`config.mk`:
```
export PLATFORM = sky130hd
export DESIGN_NAME = seven_seg_digit_driver
export DESIGN_NICKNAME = d
export VERILOG_FILES = /design/src/rtl/seven_seg_digit_driver.sv
export SDC_FILE = /design/constraint.sdc
export NUM_CORES = 1
export LEC_CHECK = 0
export CORE_ASPECT_RATIO = 1.1
export CORE_UTILIZATION = 42
export DETAILED_ROUTE_END_ITERATION = 10
export HOLD_SLACK_MARGIN = 0.12
export MAX_ROUTING_LAYER = met4
export PLACE_DENSITY_LB_ADDON = 0.25
export SLEW_MARGIN = 20
export SYNTH_ARGS = -nofsm -noshare
export SYNTH_HDL_FRONTEND = slang
export SYNTH_SLANG_ARGS = --single-unit
export TNS_END_PERCENT = 30
```
`constraint.sdc`:
```
create_clock -name clk -period 3.25 [get_ports clk]
set_clock_uncertainty 0.2 [all_clocks]
set_input_delay 0.975 -clock clk [delete_from_list [all_inputs] [get_ports clk]]
set_output_delay 0.975 -clock clk [all_outputs]
set_load 0.05 [all_outputs]
```
`src/rtl/seven_seg_digit_driver.sv`:
```
// 4-digit hex 7-segment cathode driver slaved to an external anode scanner.
// Latency: anode -> an_out/seg/dp is SYNC_STAGES+1 cycles; a loaded value shows from the next frame start.
// Backpressure: in_ready drops after an accept and rises the cycle after the frame start that commits it.
module seven_seg_digit_driver #(
  parameter int BLANK_LZ     = 1,
  parameter int BLINK_FRAMES = 64,
  parameter int SYNC_STAGES  = 2
) (
  input  logic        clk,
  input  logic        reset,
  input  logic [3:0]  anode,
  input  logic        in_valid,
  output logic        in_ready,
  input  logic [15:0] in_data,
  input  logic [3:0]  in_dp,
  input  logic        in_blink,
  output logic [3:0]  an_out,
  output logic [6:0]  seg,
  output logic        dp
);

  localparam int            CW       = $clog2(BLINK_FRAMES + 1);
  localparam logic [CW-1:0] CNT_LAST = CW'(BLINK_FRAMES - 1);
  localparam logic [3:0]    AN_D0    = 4'b1110;
  localparam logic [3:0]    AN_OFF   = 4'b1111;
  localparam logic [6:0]    SEG_OFF  = 7'h7F;

  logic [3:0]    sync_q [SYNC_STAGES];
  logic [3:0]    a_s;
  logic [3:0]    a_s_prev;
  logic          fs;

  logic          pend_full;
  logic [15:0]   pend_dat;
  logic [3:0]    pend_dp;
  logic          pend_blink;

  logic [15:0]   disp_dat;
  logic [3:0]    disp_dp;
  logic          disp_blink;
  logic [CW-1:0] frame_cnt;
  logic          phase_on;

  logic          accept;
  logic          commit;
  logic [15:0]   disp_dat_nxt;
  logic [3:0]    disp_dp_nxt;
  logic          disp_blink_nxt;
  logic [CW-1:0] cnt_nxt;
  logic          phase_nxt;

  logic          dig_vld;
  logic [1:0]    dig_idx;
  logic [3:0]    nib;
  logic [3:0]    lz;
  logic          blank;

  // Active-low cathode pattern {g,f,e,d,c,b,a} for one hex nibble.
  function automatic logic [6:0] seg_decode(input logic [3:0] v);
    logic [6:0] s;
    case (v)
      4'h0: s = 7'h40;
      4'h1: s = 7'h79;
      4'h2: s = 7'h24;
      4'h3: s = 7'h30;
      4'h4: s = 7'h19;
      4'h5: s = 7'h12;
      4'h6: s = 7'h02;
      4'h7: s = 7'h78;
      4'h8: s = 7'h00;
      4'h9: s = 7'h10;
      4'hA: s = 7'h08;
      4'hB: s = 7'h03;
      4'hC: s = 7'h46;
      4'hD: s = 7'h21;
      4'hE: s = 7'h06;
      4'hF: s = 7'h0E;
      default: s = SEG_OFF;
    endcase
    return s;
  endfunction

  assign a_s      = sync_q[SYNC_STAGES-1];
  assign fs       = (a_s == AN_D0) && (a_s_prev != AN_D0);
  assign in_ready = ~pend_full;
  assign accept   = in_valid & in_ready;
  assign commit   = fs & pend_full;

  // Bring the scanner anode into the clk domain.
  always_ff @(posedge clk or negedge reset) begin
    if (!reset) begin
      for (int i = 0; i < SYNC_STAGES; i++) sync_q[i] <= AN_OFF;
    end else begin
      sync_q[0] <= anode;
      for (int i = 1; i < SYNC_STAGES; i++) sync_q[i] <= sync_q[i-1];
    end
  end

  // Display contents as they will be after this edge; decoding from these
  // makes a committing frame start show the new value on digit 0 as well.
  always_comb begin
    disp_dat_nxt   = commit ? pend_dat   : disp_dat;
    disp_dp_nxt    = commit ? pend_dp    : disp_dp;
    disp_blink_nxt = commit ? pend_blink : disp_blink;
  end

  // Blink phase: count frames while blinking, flip phase every BLINK_FRAMES frames.
  always_comb begin
    cnt_nxt   = frame_cnt;
    phase_nxt = phase_on;
    if (commit || !disp_blink) begin
      cnt_nxt   = '0;
      phase_nxt = 1'b1;
    end else if (fs) begin
      if (frame_cnt == CNT_LAST) begin
        cnt_nxt   = '0;
        phase_nxt = ~phase_on;
      end else begin
        cnt_nxt = frame_cnt + 1'b1;
      end
    end
  end

  // Which digit the synchronised anode selects, its nibble and whether it is a leading zero.
  always_comb begin
    dig_vld = 1'b1;
    dig_idx = 2'd0;
    case (a_s)
      4'b1110: dig_idx = 2'd0;
      4'b1101: dig_idx = 2'd1;
      4'b1011: dig_idx = 2'd2;
      4'b0111: dig_idx = 2'd3;
      default: dig_vld = 1'b0;
    endcase
    nib   = disp_dat_nxt[{dig_idx, 2'b00} +: 4];
    lz[3] = (disp_dat_nxt[15:12] == 4'h0);
    lz[2] = lz[3] && (disp_dat_nxt[11:8] == 4'h0);
    lz[1] = lz[2] && (disp_dat_nxt[7:4] == 4'h0);
    lz[0] = 1'b0;
    blank = (BLANK_LZ != 0) && lz[dig_idx];
  end

  // Pending buffer, displayed buffer and blink state.
  always_ff @(posedge clk or negedge reset) begin
    if (!reset) begin
      a_s_prev   <= AN_OFF;
      pend_full  <= 1'b0;
      pend_dat   <= '0;
      pend_dp    <= '0;
      pend_blink <= 1'b0;
      disp_dat   <= '0;
      disp_dp    <= '0;
      disp_blink <= 1'b0;
      frame_cnt  <= '0;
      phase_on   <= 1'b1;
    end else begin
      a_s_prev   <= a_s;
      disp_dat   <= disp_dat_nxt;
      disp_dp    <= disp_dp_nxt;
      disp_blink <= disp_blink_nxt;
      frame_cnt  <= cnt_nxt;
      phase_on   <= phase_nxt;
      if (commit) begin
        pend_full <= 1'b0;
      end else if (accept) begin
        pend_full  <= 1'b1;
        pend_dat   <= in_data;
        pend_dp    <= in_dp;
        pend_blink <= in_blink;
      end
    end
  end

  // Registered pin outputs; an_out, seg and dp always change together.
  always_ff @(posedge clk or negedge reset) begin
    if (!reset) begin
      an_out <= AN_OFF;
      seg    <= SEG_OFF;
      dp     <= 1'b1;
    end else if (!dig_vld) begin
      an_out <= AN_OFF;
      seg    <= SEG_OFF;
      dp     <= 1'b1;
    end else begin
      an_out <= a_s;
      if (!phase_nxt) begin
        seg <= SEG_OFF;
        dp  <= 1'b1;
      end else begin
        seg <= blank ? SEG_OFF : seg_decode(nib);
        dp  <= ~disp_dp_nxt[dig_idx];
      end
    end
  end

endmodule

```
==> tab_implementation.tex, run 1 <==
\begin{tabular}{lr}
\hline
Metric & Value \\
\hline
\multicolumn{2}{l}{\textbf{Outcome}} \\
\quad Outcome & complete, no violations \\
\multicolumn{2}{l}{\textbf{Floorplanning}} \\
\quad Area of the core region & 7560 um2 \\
\quad Placement Rows & 33 \\
\quad Total Die Area & 8300 um2 \\
\quad Vertical die dimension & 95.5 um \\
\quad Top Ports & 41 \\
\quad Die width & 87.0 um \\
\quad Initial core utilization & 44.1\% \\
\multicolumn{2}{l}{\textbf{Drt}} \\
\quad Final routed DRC violation total & 0 \\
\quad Routed vias/inst & 5.22 \\
\quad Routed wire length & 6510 um \\
\quad Wire per inst & 14.4 um \\
\quad Drt first pass iters & 4 \\
\quad Number of DRC markers in iteration 0 & 131 \\
\quad Post-detailed-route count of antenna-violating nets & 0 \\
\quad Total number of vias & 2352 \\
\multicolumn{2}{l}{\textbf{Synth}} \\
\quad Post-synthesis cell area & 3330 um2 \\
\quad Syn Nets & 328 \\
\quad Cell variety after synth & 58 \\
\quad Sequential fraction of the synthesis area & 57.2\% \\
\quad Top-area cell type share of the netlist area & 37.5\% \\
\quad Top flip-flop cell by instance count after synthesis & sky130\_fd\_sc\_hd\_\_dfrtp\_1 \\
\quad Cell type with the highest aggregate area in the netlist & sky130\_fd\_sc\_hd\_\_dfrtp\_1 \\
\quad Count of yosys warnings during synthesis & 0 \\
\quad Number of enable-type register cells in the synthesized netlist & 0 \\
\quad Most common cell in the netlist & sky130\_fd\_sc\_hd\_\_nand2\_1 \\
\quad Top area cells in the synthesized netlist & sky130\_fd\_sc\_hd\_\_dfrtp\_1 38\%, sky130\_fd\_sc\_hd\_\_dfstp\_2 20\%, sky130\_fd\_sc\_hd\_\_mux2\_2 8.1\% \\
\quad Post-synthesis instance total & 293 \\
\quad Synthesized area divided by synthesized cell count & 11.4 um2 \\
\quad Post-synth top cells & 69 x sky130\_fd\_sc\_hd\_\_nand2\_1, 50 x sky130\_fd\_sc\_hd\_\_dfrtp\_1, 25 x sky130\_fd\_sc\_hd\_\_dfstp\_2, 24 x sky130\_fd\_sc\_hd\_\_mux2\_2, 9 x sky130\_fd\_sc\_hd\_\_nor2\_1 \\
\quad Synth Register Bits & 75 \\
\quad Share of flip-flops with an asynchronous set or reset & 100\% \\
\multicolumn{2}{l}{\textbf{Layout}} \\
\quad Non-filler instance count after layout & 451 \\
\quad Layout cells sized above 1 & 25.4\% \\
\quad Final core area utilization & 55.1\% \\
\quad Diodes inserted & 0 \\
\quad Synth-to-Final Area Change & 24.9\% \\
\quad \# nets final & 376 \\
\multicolumn{2}{l}{\textbf{Worst setup path}} \\
\quad Worst Path Buf+Inv & 2 \\
\quad Most used cell along the critical path & sky130\_fd\_sc\_hd\_\_a211oi\_1 \\
\quad Data required time of the worst path & 3.31 ns \\
\quad Delay of the slowest cell on the worst path & 0.57 ns \\
\quad Arrival time of data at the critical path endpoint & 3.04 ns \\
\quad CP Class & register to register \\
\quad Cell-by-cell listing of the critical path & and4b\_1, inv\_4, nor4\_1, a211oi\_1, nor2b\_1, inv\_1, ha\_1, a21boi\_0, a211oi\_1, o21ai\_1 \\
\quad Cell type group with the largest total delay on the critical path & simple AND/OR/NAND/NOR gates \\
\quad Category of the worst setup path capture point & register \\
\quad Critical path fanouts, max & 7 \\
\quad Critical Path Slowest Stage Cell & sky130\_fd\_sc\_hd\_\_dfstp\_2 \\
\quad Worst Setup Start Kind & register \\
\multicolumn{2}{l}{\textbf{STA}} \\
\quad Max Clock Freq & 335 MHz \\
\quad Setup violators final & 0 \\
\quad Final max-slew violation count & 0 \\
\quad Total negative slack for setup checks & 0 ns \\
\quad Smallest hold slack & 0.157 ns \\
\quad Worst setup slack after layout & 0.265 ns \\
\quad Min Clock Period, post-route & 2.98 ns \\
\quad Hold Vio Cnt, Final & 0 \\
\quad Relative slew margins & 65.3\% \\
\quad Least-Margin Pin Slew & 0.520 ns \\
\quad Share of the cycle needed by the critical path after routing & 91.8\% \\
\quad RSZ-0062 raised after global routing & false \\
\multicolumn{2}{l}{\textbf{CTS}} \\
\quad CTS tree & yes \\
\quad Clock latency on the worst-skew pair & 0.35 ns \\
\quad Clock tree root buffer cell & sky130\_fd\_sc\_hd\_\_clkbuf\_8 \\
\quad Number of buffers between clock root and the deepest sink & 2 \\
\quad Clock sink total & 75 \\
\quad CTS H-tree depth & 3 \\
\quad Clock edge transition at the registers on the reported setup and hold paths & 0.08 ns \\
\quad CTS buffer count & 9 \\
\multicolumn{2}{l}{\textbf{Place}} \\
\quad Worst slack at placement & 0.326 ns \\
\quad Placed cells & 435 \\
\quad Count of input and output buffers & 40 \\
\quad Post-DP HPWL & 4770 um \\
\quad Final weighted congestion in routability-driven placement & 0.861 \\
\multicolumn{2}{l}{\textbf{Global routing}} \\
\quad Total GRT Usage & 18.5\% \\
\quad GR Overflow Total & 0 \\
\quad Largest net degree at the start of global routing & 42 \\
\quad First-pass GRT wire length & 11000 um \\
\quad Initial antenna violation count & 0 \\
\quad Number of global-route vias before repair & 2228 \\
\multicolumn{2}{l}{\textbf{Pwr}} \\
\quad Max VDD drop & 0.266 mV \\
\quad Power density over cell area & 684 nW/um2 \\
\quad Leakage dissipation & 0.00182 uW \\
\multicolumn{2}{l}{\textbf{Worst hold path}} \\
\quad Worst Hold Class & register to register \\
\multicolumn{2}{l}{\textbf{Job}} \\
\quad Max capacitance violation total & 0 \\
\hline
\end{tabular}
[final cells by class]
cell class / count / area (um2)
fillers: 663 / 3390
flip-flops and latches: 75 / 1910
multi-input cells: 196 / 1330
repair buffers: 49 / 490
clock inverters: 6 / 136
well taps: 105 / 131
clock buffers: 10 / 128
inverters: 10 / 40.0
[sequential cells by signal, indices dropped and copies added (netlist names)]
register	flops
a_s	4
a_s_prev	4
an_out	4
disp_blink	1
disp_dat	16
disp_dp	4
dp	1
frame_cnt	7
pend_blink	1
pend_dat	16
pend_dp	4
pend_full	1
phase_on	1
seg	7
sync_q	4
[metrics by stage]
stage          area [um2]  total power, uW
6_report             4160             2850
5_1_grt              4160             3000
4_1_cts              4160             2880
3_5_place_dp         3900             1930
3_3_place_gp         3900             1910
2_1_floorplan        3330             1720
[cell families after synthesis]
kind of cell	count (synthesis)	synth area share, %
buffers and inverters	22	2.96
muxes	30	10.1
adders and majority gates	7	2.63
AOI/OAI and AO/OA	40	9.38
and+or+nand+nor	116	17.0
DFF	75	57.2
xor gates and xnor gates	3	0.788
[worst paths after layout]
path / start / end / slack (ns) / cells after the start
setup reg to reg: a_s[3]$_DFF_PN1_ / seg[3]$_DFF_PN1_ / 0.27 / 10
setup / recovery: a_s[3]$_DFF_PN1_ / seg[3]$_DFF_PN1_ / 0.27 / 10
hold / removal: sync_q[6]$_DFF_PN1_ / a_s[2]$_DFF_PN1_ / 0.16 / 0
hold reg to reg: sync_q[6]$_DFF_PN1_ / a_s[2]$_DFF_PN1_ / 0.16 / 0
min in group asynchronous: reset / frame_cnt[0]$_DFFE_PN0P_ / 0.31 / 1
max in group asynchronous: reset / pend_dat[12]$_DFFE_PN0P_ / 1.84 / 3
[power breakdown]
part	switching, uW	internal (uW)	leakage (uW)
clock network	348	591	0.000127
logic	336	292	0.000810
registers	136	1150	0.000884
[cell usage in the layout, fill, tap and decap left out, types with 2 or more instances in the layout]
master / n
sky130_fd_sc_hd__a211oi_1: 3
sky130_fd_sc_hd__a21o_1: 3
sky130_fd_sc_hd__a21oi_1: 5
sky130_fd_sc_hd__a22oi_1: 3
sky130_fd_sc_hd__a31oi_1: 2
sky130_fd_sc_hd__and3_1: 2
sky130_fd_sc_hd__and4b_1: 4
sky130_fd_sc_hd__buf_12: 2
sky130_fd_sc_hd__buf_4: 7
sky130_fd_sc_hd__bufinv_16: 4
sky130_fd_sc_hd__clkbuf_8: 9
sky130_fd_sc_hd__clkdlybuf4s50_1: 38
sky130_fd_sc_hd__dfrtp_1: 50
sky130_fd_sc_hd__dfstp_2: 25
sky130_fd_sc_hd__ha_1: 7
sky130_fd_sc_hd__inv_1: 7
sky130_fd_sc_hd__inv_2: 2
sky130_fd_sc_hd__mux2_2: 24
sky130_fd_sc_hd__mux2i_1: 5
sky130_fd_sc_hd__nand2_1: 69
sky130_fd_sc_hd__nand2b_1: 2
sky130_fd_sc_hd__nand3_1: 7
sky130_fd_sc_hd__nand4_1: 4
sky130_fd_sc_hd__nor2_1: 9
sky130_fd_sc_hd__nor4_1: 5
sky130_fd_sc_hd__o211ai_1: 6
sky130_fd_sc_hd__o21ai_0: 2
sky130_fd_sc_hd__o31ai_1: 2
sky130_fd_sc_hd__or4_1: 3
sky130_fd_sc_hd__xor2_1: 2
[what timing repair did]
| action | in CTS | in global routing |
|---|---|---|
| hold buffers | 0 | 0 |
| setup endpoints to repair | 0 | 1 |
| resized for setup | 0 | 1 |
| setup buffers | 0 | 0 |
[per-layer routing]
layer / vias to the layer above / global-route usage [%] / part of all wire (%)
met2: 57 / 27.4 / 48
met4: 0 / 10.6 / 2.2
met5: - / - / 0
met3: 12 / 3.55 / 3.4
li1: 1128 / - / -
met1: 1155 / 23.9 / 46
Note: power is estimated with default switching activity, not from simulation.
==> inputs of run 2 (changes only) <==
--- a/config.mk
+++ b/config.mk
@@ -5,6 +5,7 @@
 export SDC_FILE = /design/constraint.sdc
 export NUM_CORES = 1
 export LEC_CHECK = 0
+export CAP_MARGIN = 40
 export CORE_ASPECT_RATIO = 1.1
 export CORE_UTILIZATION = 42
 export DETAILED_ROUTE_END_ITERATION = 10
==> results of run 2 <==
Same layout as run 1: the final DEF is identical, and so are final timing and power.
